===== config.mk =====
export PLATFORM = sky130hd
export DESIGN_NAME = router_in_port
export DESIGN_NICKNAME = d
export VERILOG_FILES = /design/src/rtl/router_in_port_pkg.sv /design/src/rtl/router_in_port_fifo.sv /design/src/rtl/router_in_port.sv
export SDC_FILE = /design/constraint.sdc
export NUM_CORES = 1
export LEC_CHECK = 0
export ABC_AREA = 1
export BUFFER_PORTS_ARGS = -buffer_cell sky130_fd_sc_hd__buf_4
export CORE_AREA = 4 4 112 114
export DETAILED_ROUTE_END_ITERATION = 12
export DIE_AREA = 0 0 116 118
export PLACE_DENSITY = 0.66
export SLEW_MARGIN = 15
export SYNTH_ARGS = -nofsm -noshare
export SYNTH_HDL_FRONTEND = slang
export SYNTH_SLANG_ARGS = --single-unit

===== constraint.sdc =====
create_clock -name clock -period 3 [get_ports clock]
set_clock_uncertainty 0.05 [all_clocks]
set_input_delay 0.3 -clock clock [delete_from_list [all_inputs] [get_ports clock]]
set_output_delay 0.3 -clock clock [all_outputs]
set_load 0.01 [all_outputs]

===== src/rtl/router_in_port_pkg.sv =====
// Shared types for the router receive port: the packet word layout and the
// receive FSM state encoding.
package router_in_port_pkg;

  localparam int PKT_BYTES = 4;

  typedef struct packed {
    logic [3:0]  src;
    logic [3:0]  dest;
    logic [23:0] data;
  } pkt_t;

  typedef enum logic [1:0] {
    IDLE,
    B1,
    B2,
    B3
  } rx_state_t;

endpackage


===== src/rtl/router_in_port_fifo.sv =====
// Generic packet FIFO with wrap-around pointers and an explicit count, so any
// DEPTH works. A write while full is accepted when a read frees a slot in the
// same cycle. Reused by the router output queues.
module pkt_fifo
  import router_in_port_pkg::*;
#(
  parameter int DEPTH = 2,
  parameter type T = pkt_t,
  localparam int PTR_W = (DEPTH > 1) ? $clog2(DEPTH) : 1,
  localparam int CNT_W = $clog2(DEPTH + 1)
) (
  input  logic             clock,
  input  logic             reset,
  input  logic             wr_en,
  input  T                 wr_data,
  input  logic             rd_en,
  output T                 rd_data,
  output logic             empty,
  output logic             full,
  output logic [CNT_W-1:0] count
);

  T                 mem_q [DEPTH];
  T                 mem_d [DEPTH];
  logic [PTR_W-1:0] wr_ptr_q, wr_ptr_d;
  logic [PTR_W-1:0] rd_ptr_q, rd_ptr_d;
  logic [CNT_W-1:0] count_q, count_d;
  logic             do_wr;
  logic             do_rd;

  function automatic logic [PTR_W-1:0] next_ptr(input logic [PTR_W-1:0] p);
    return (p == PTR_W'(DEPTH - 1)) ? '0 : p + PTR_W'(1);
  endfunction

  assign empty   = (count_q == '0);
  assign full    = (count_q == CNT_W'(DEPTH));
  assign count   = count_q;
  assign rd_data = mem_q[rd_ptr_q];
  assign do_rd   = rd_en && !empty;
  assign do_wr   = wr_en && (!full || do_rd);

  // Storage, pointer and count updates for the accepted write/read this cycle
  always_comb begin
    mem_d    = mem_q;
    wr_ptr_d = wr_ptr_q;
    rd_ptr_d = rd_ptr_q;
    count_d  = count_q;
    if (do_wr) begin
      mem_d[wr_ptr_q] = wr_data;
      wr_ptr_d        = next_ptr(wr_ptr_q);
    end
    if (do_rd) begin
      rd_ptr_d = next_ptr(rd_ptr_q);
    end
    case ({do_wr, do_rd})
      2'b10:   count_d = count_q + CNT_W'(1);
      2'b01:   count_d = count_q - CNT_W'(1);
      default: count_d = count_q;
    endcase
  end

  // Register the FIFO state; reset clears contents so the head reads as zero
  always_ff @(posedge clock) begin
    if (reset) begin
      for (int i = 0; i < DEPTH; i++) mem_q[i] <= '0;
      wr_ptr_q <= '0;
      rd_ptr_q <= '0;
      count_q  <= '0;
    end else begin
      for (int i = 0; i < DEPTH; i++) mem_q[i] <= mem_d[i];
      wr_ptr_q <= wr_ptr_d;
      rd_ptr_q <= rd_ptr_d;
      count_q  <= count_d;
    end
  end

endmodule


===== src/rtl/router_in_port.sv =====
// Router receive port: deserializes 4-byte packets from a Node link, buffers
// them in a FIFO and offers them to the crossbar. free is the credit back to
// the Node and counts both buffered packets and the one being assembled.
module router_in_port
  import router_in_port_pkg::*;
#(
  parameter int DEPTH = 2
) (
  input  logic        clock,
  input  logic        reset,
  output logic        free,
  input  logic        put,
  input  logic [7:0]  payload,
  output logic [31:0] pkt_out,
  output logic        pkt_valid,
  input  logic        pkt_ready,
  output logic        proto_err
);

  localparam int CNT_W = $clog2(DEPTH + 1);
  localparam int ASM_W = (PKT_BYTES - 1) * 8;

  rx_state_t        state_q, state_d;
  logic [ASM_W-1:0] asm_q, asm_d;
  logic             reserved_q, reserved_d;
  logic             proto_err_q, proto_err_d;
  logic             free_q, free_d;

  logic             capture;
  logic             fsm_wr;
  logic             drop;
  logic             start;
  logic             fifo_wr;
  logic             fifo_rd;
  logic             fifo_full;
  logic             fifo_empty;
  logic [CNT_W-1:0] fifo_count;
  pkt_t             wr_pkt;
  pkt_t             head;
  logic [CNT_W:0]   occ_next;

  assign wr_pkt  = pkt_t'({asm_q, payload});
  assign fifo_rd = !fifo_empty && pkt_ready;
  assign fifo_wr = fsm_wr && (!fifo_full || fifo_rd);

  pkt_fifo #(
    .DEPTH(DEPTH),
    .T    (pkt_t)
  ) u_fifo (
    .clock  (clock),
    .reset  (reset),
    .wr_en  (fifo_wr),
    .wr_data(wr_pkt),
    .rd_en  (fifo_rd),
    .rd_data(head),
    .empty  (fifo_empty),
    .full   (fifo_full),
    .count  (fifo_count)
  );

  // Receive FSM state register, plus assembly, reservation, error and credit flops
  always_ff @(posedge clock) begin
    if (reset) begin
      state_q     <= IDLE;
      asm_q       <= '0;
      reserved_q  <= 1'b0;
      proto_err_q <= 1'b0;
      free_q      <= 1'b1;
    end else begin
      state_q     <= state_d;
      asm_q       <= asm_d;
      reserved_q  <= reserved_d;
      proto_err_q <= proto_err_d;
      free_q      <= free_d;
    end
  end

  // Next receive state: a byte per cycle while put holds, back to IDLE otherwise
  always_comb begin
    state_d = state_q;
    case (state_q)
      IDLE:    state_d = (put && free_q) ? B1 : IDLE;
      B1:      state_d = put ? B2 : IDLE;
      B2:      state_d = put ? B3 : IDLE;
      B3:      state_d = IDLE;
      default: state_d = IDLE;
    endcase
  end

  // FSM outputs: byte capture, packet completion, drops and ignored starts
  always_comb begin
    start   = 1'b0;
    capture = 1'b0;
    fsm_wr  = 1'b0;
    drop    = 1'b0;
    case (state_q)
      IDLE: begin
        start   = put && free_q;
        capture = put && free_q;
        drop    = put && !free_q;
      end
      B1, B2: begin
        capture = put;
        drop    = !put;
      end
      B3: begin
        fsm_wr = put;
        drop   = !put;
      end
      default: ;
    endcase
  end

  // Assembly shift register, slot reservation and sticky protocol error
  always_comb begin
    asm_d       = asm_q;
    reserved_d  = reserved_q;
    proto_err_d = proto_err_q || drop;
    if (capture) asm_d = {asm_q[ASM_W-9:0], payload};
    if (start) reserved_d = 1'b1;
    if (fsm_wr || drop) reserved_d = 1'b0;
  end

  // Credit uses the post-update occupancy so it reacts to this cycle's events
  always_comb begin
    occ_next = (CNT_W + 1)'(fifo_count) + (CNT_W + 1)'(fifo_wr)
             - (CNT_W + 1)'(fifo_rd) + (CNT_W + 1)'(reserved_d);
    free_d   = occ_next < (CNT_W + 1)'(DEPTH);
  end

  assign free      = free_q;
  assign proto_err = proto_err_q;
  assign pkt_valid = !fifo_empty;
  assign pkt_out   = head;

endmodule


==> impl_results.md <==
- Status: finished clean
- DRC Markers: 0
- Slowest-stage cell, CP: fa_1
- Crit-path cells: inv_1 -> nand2_1 -> nand2_1 -> inv_1 -> ha_1 -> inv_1 -> ha_1 -> nand4_1 -> nand2_1 -> fa_1 -> a21oi_1 -> o21ai_0 -> nand2_1
- CTS Buf Count: 9
- Pwr per Cell Area: 490 nW/µm²
- Hold Path Class: in -> reg
- Share of Yosys cell area claimed by the top area cell type: 0.379
- Via/cell ratio: 4.58
- CTS sink cnt: a little under 100
- Initial antenna violation count: 0
- Hold Path Cell Cnt: 2
- Vias in the first global route: approximately 4000
- # H-tree levels: 3
- Pre-CTS setup slack: 683 ps
- Crit end category: flop
- Ant diodes: 0
- Register bit count reported by yosys: 97
- CP max FO: 6
- Die X: ~120 µm
- Post-CTS Resized: 0
- Detailed Place HPWL: around 7200 µm
- WP data required: approximately 3200 ps
- Worst path bufs/invs: 3
- Tmin final: 2340 ps
- Core Footprint: roughly 11000 µm²
- Yosys warns: 0
- Reg2reg end: free
- Post-synthesis area per instance: 6.42 µm²
- Row count: 39
- Worst Hold Launch: reset
- Chip Height: approximately 120 µm
- Final Cycle Share: 0.781
- Crit path DAT: approximately 2500 ps
- Layout cells sized above 1: 0.0931
- CP dominant cell by count: nand2_1
- Layout area overhead: 11.5%
- Max cap viols: 0
- Starting Density: 0.449
- Boundary Pins: 47
- GRT Util Overall: 0.167
- Final Hold Viols: 0
- Post-synthesis sequential area ratio: 0.379
- Crit path largest cell delay: between 400 and 500 ps
- Commonest non-fill, non-tap cells in the layout: nand2_1, inv_1, dfxtp_1, nor2_1, nand4_1
- Max Root-Sink Buffers: 2
- Slew Limit Fails: 0
- Cell area after synthesis: between 5000 and 6000 µm²
- Clk slew on worst S/H paths: around 60 ps
- Total Neg Setup Slack: 0 ps
- Worst r2r path cells: 13
- Final worst slack: between 600 and 700 ps
- Synth top area cells: dfxtp_1, nand2_1, inv_1
- Global-route wire length before repair: approximately 19000 µm
- Crit Reg-Reg Startpoint: u_fifo.count[1]
- Busiest grt layer: met2
- Root buffer cell: clkbuf_16
- Max Fclk: between 0.4 and 0.5 GHz
- Most common cell after layout, fill and taps aside: nand2_1
- Leak Pwr: 2.75 nW
- Post-Syn Instances: around 800
- Routed wire length: 10900 µm
- R2R setup slack: ~660 ps
- Clock latency on the worst-skew pair: about 340 ps
- Synth unique cells: 21
- Hold Path End: reserved_q
- Final net count: 833
- Slew headroom: 0.541
- Buffers on Ports: 46
- Grt met3 use: 0.0231
- Cell taking the most area after synthesis: dfxtp_1
- Post-cts hold buffer count: 0
- Met1 Usage GRT: 0.243
- Die area: between 10000 and 15000 µm²
- Iteration-0 DRC Markers: between 200 and 250
- Pin count of the biggest net entering global routing: 68
- Router iterations before antenna repair: 4
- Power consumption: between 2 and 3 mW
- Actual slew at the worst max-slew pin: 688 ps
- M2 GR Usage: 0.248
- CP Class: reg -> reg
- Net count after synthesis: a little over 800
- Worst path depth: 13
- Grt ovf: 0
- Post-CTS Setup Bufs: 0
- Remaining antenna violation count: 0
- Crit-path leading delay family: adder cells
- Via count: approximately 4400
- Wire per inst: approximately 11 µm
- Final setup fails: 0
- Worst setup SP type: flop
- RD Place Congestion: 0.732
- CTS tree: done
- RSZ-0062 raised after global routing: false
- VDD IR max: approximately 0.22 mV
-- kinds of logic after synthesis --
group                    after synthesis  share of synthesized area
AO/OA/AOI/OAI                         67                     0.0659
adder cells (fa/ha/maj)               10                     0.0259
buffers and inverters                233                      0.197
flip-flops                            97                      0.379
AND/OR/NAND/NOR                      391                      0.332
-- flip-flops by register name, summed over array words and instances (netlist names) --
name             count
u_fifo.count         2
state_q              2
u_fifo.rd_ptr_q      1
u_fifo.wr_ptr_q      1
proto_err            1
asm_q               24
u_fifo.mem_q        64
reserved_q           1
free                 1
-- where the power goes --
group	leakage [nW]	internal [mW]	switching, mW
logic	1.81	0.0719	0.134
clock network	0.157	0.778	0.472
registers	0.788	1.33	0.0186
total	2.75	2.17	0.624
-- Yosys cell counts (all sizes together) --
cell	n
a21oi	30
nor2	92
buf	41
nand4	65
ha	9
nand3	30
o211ai	1
o21ai	36
inv	179
fa	1
clkbuf	13
dfxtp	97
nand2	203
nor3	1
-- worst max path at each step --
stage	startpoint	endpoint	slack (ps)
floorplan	state_q[0]	free	640
finish	u_fifo.count[1]	free	660
detailed placement	u_fifo.count[1]	free	680
CTS	state_q[0]	free	660
global placement	state_q[0]	free	720
global route	u_fifo.count[1]	free	450
-- metal layers --
metal | share of wire | wire (µm)
met5 | 0 | 0
met1 | 0.51 | 5600
met2 | 0.44 | 4860
met3 | 0.027 | 294
met4 | 0.016 | 180
-- through the flow --
stage / instances / hold slack [ps] / util / instance area (µm²)
CTS: 959 / 98.0 / 0.500 / 5710
detailed placement: 943 / 417 / 0.472 / 5390
finish: 959 / 108 / 0.500 / 5710
global placement: 943 / 409 / 0.472 / 5390
floorplan: 798 / 319 / - / 5120
global route: 959 / 106 / 0.500 / 5710
-- area by class of cell --
| class | count | area (µm²) |
|---|---|---|
| inverters | 179 | 674 |
| clock buffers | 14 | 264 |
| well taps | 143 | 179 |
| repair buffers | 56 | 420 |
| clock inverters | 2 | 60.1 |
| fillers | 1214 | 5710 |
| multi-input cells | 468 | 2170 |
| flip-flops and latches | 97 | 1940 |
Note: power is estimated with default switching activity, not from simulation.
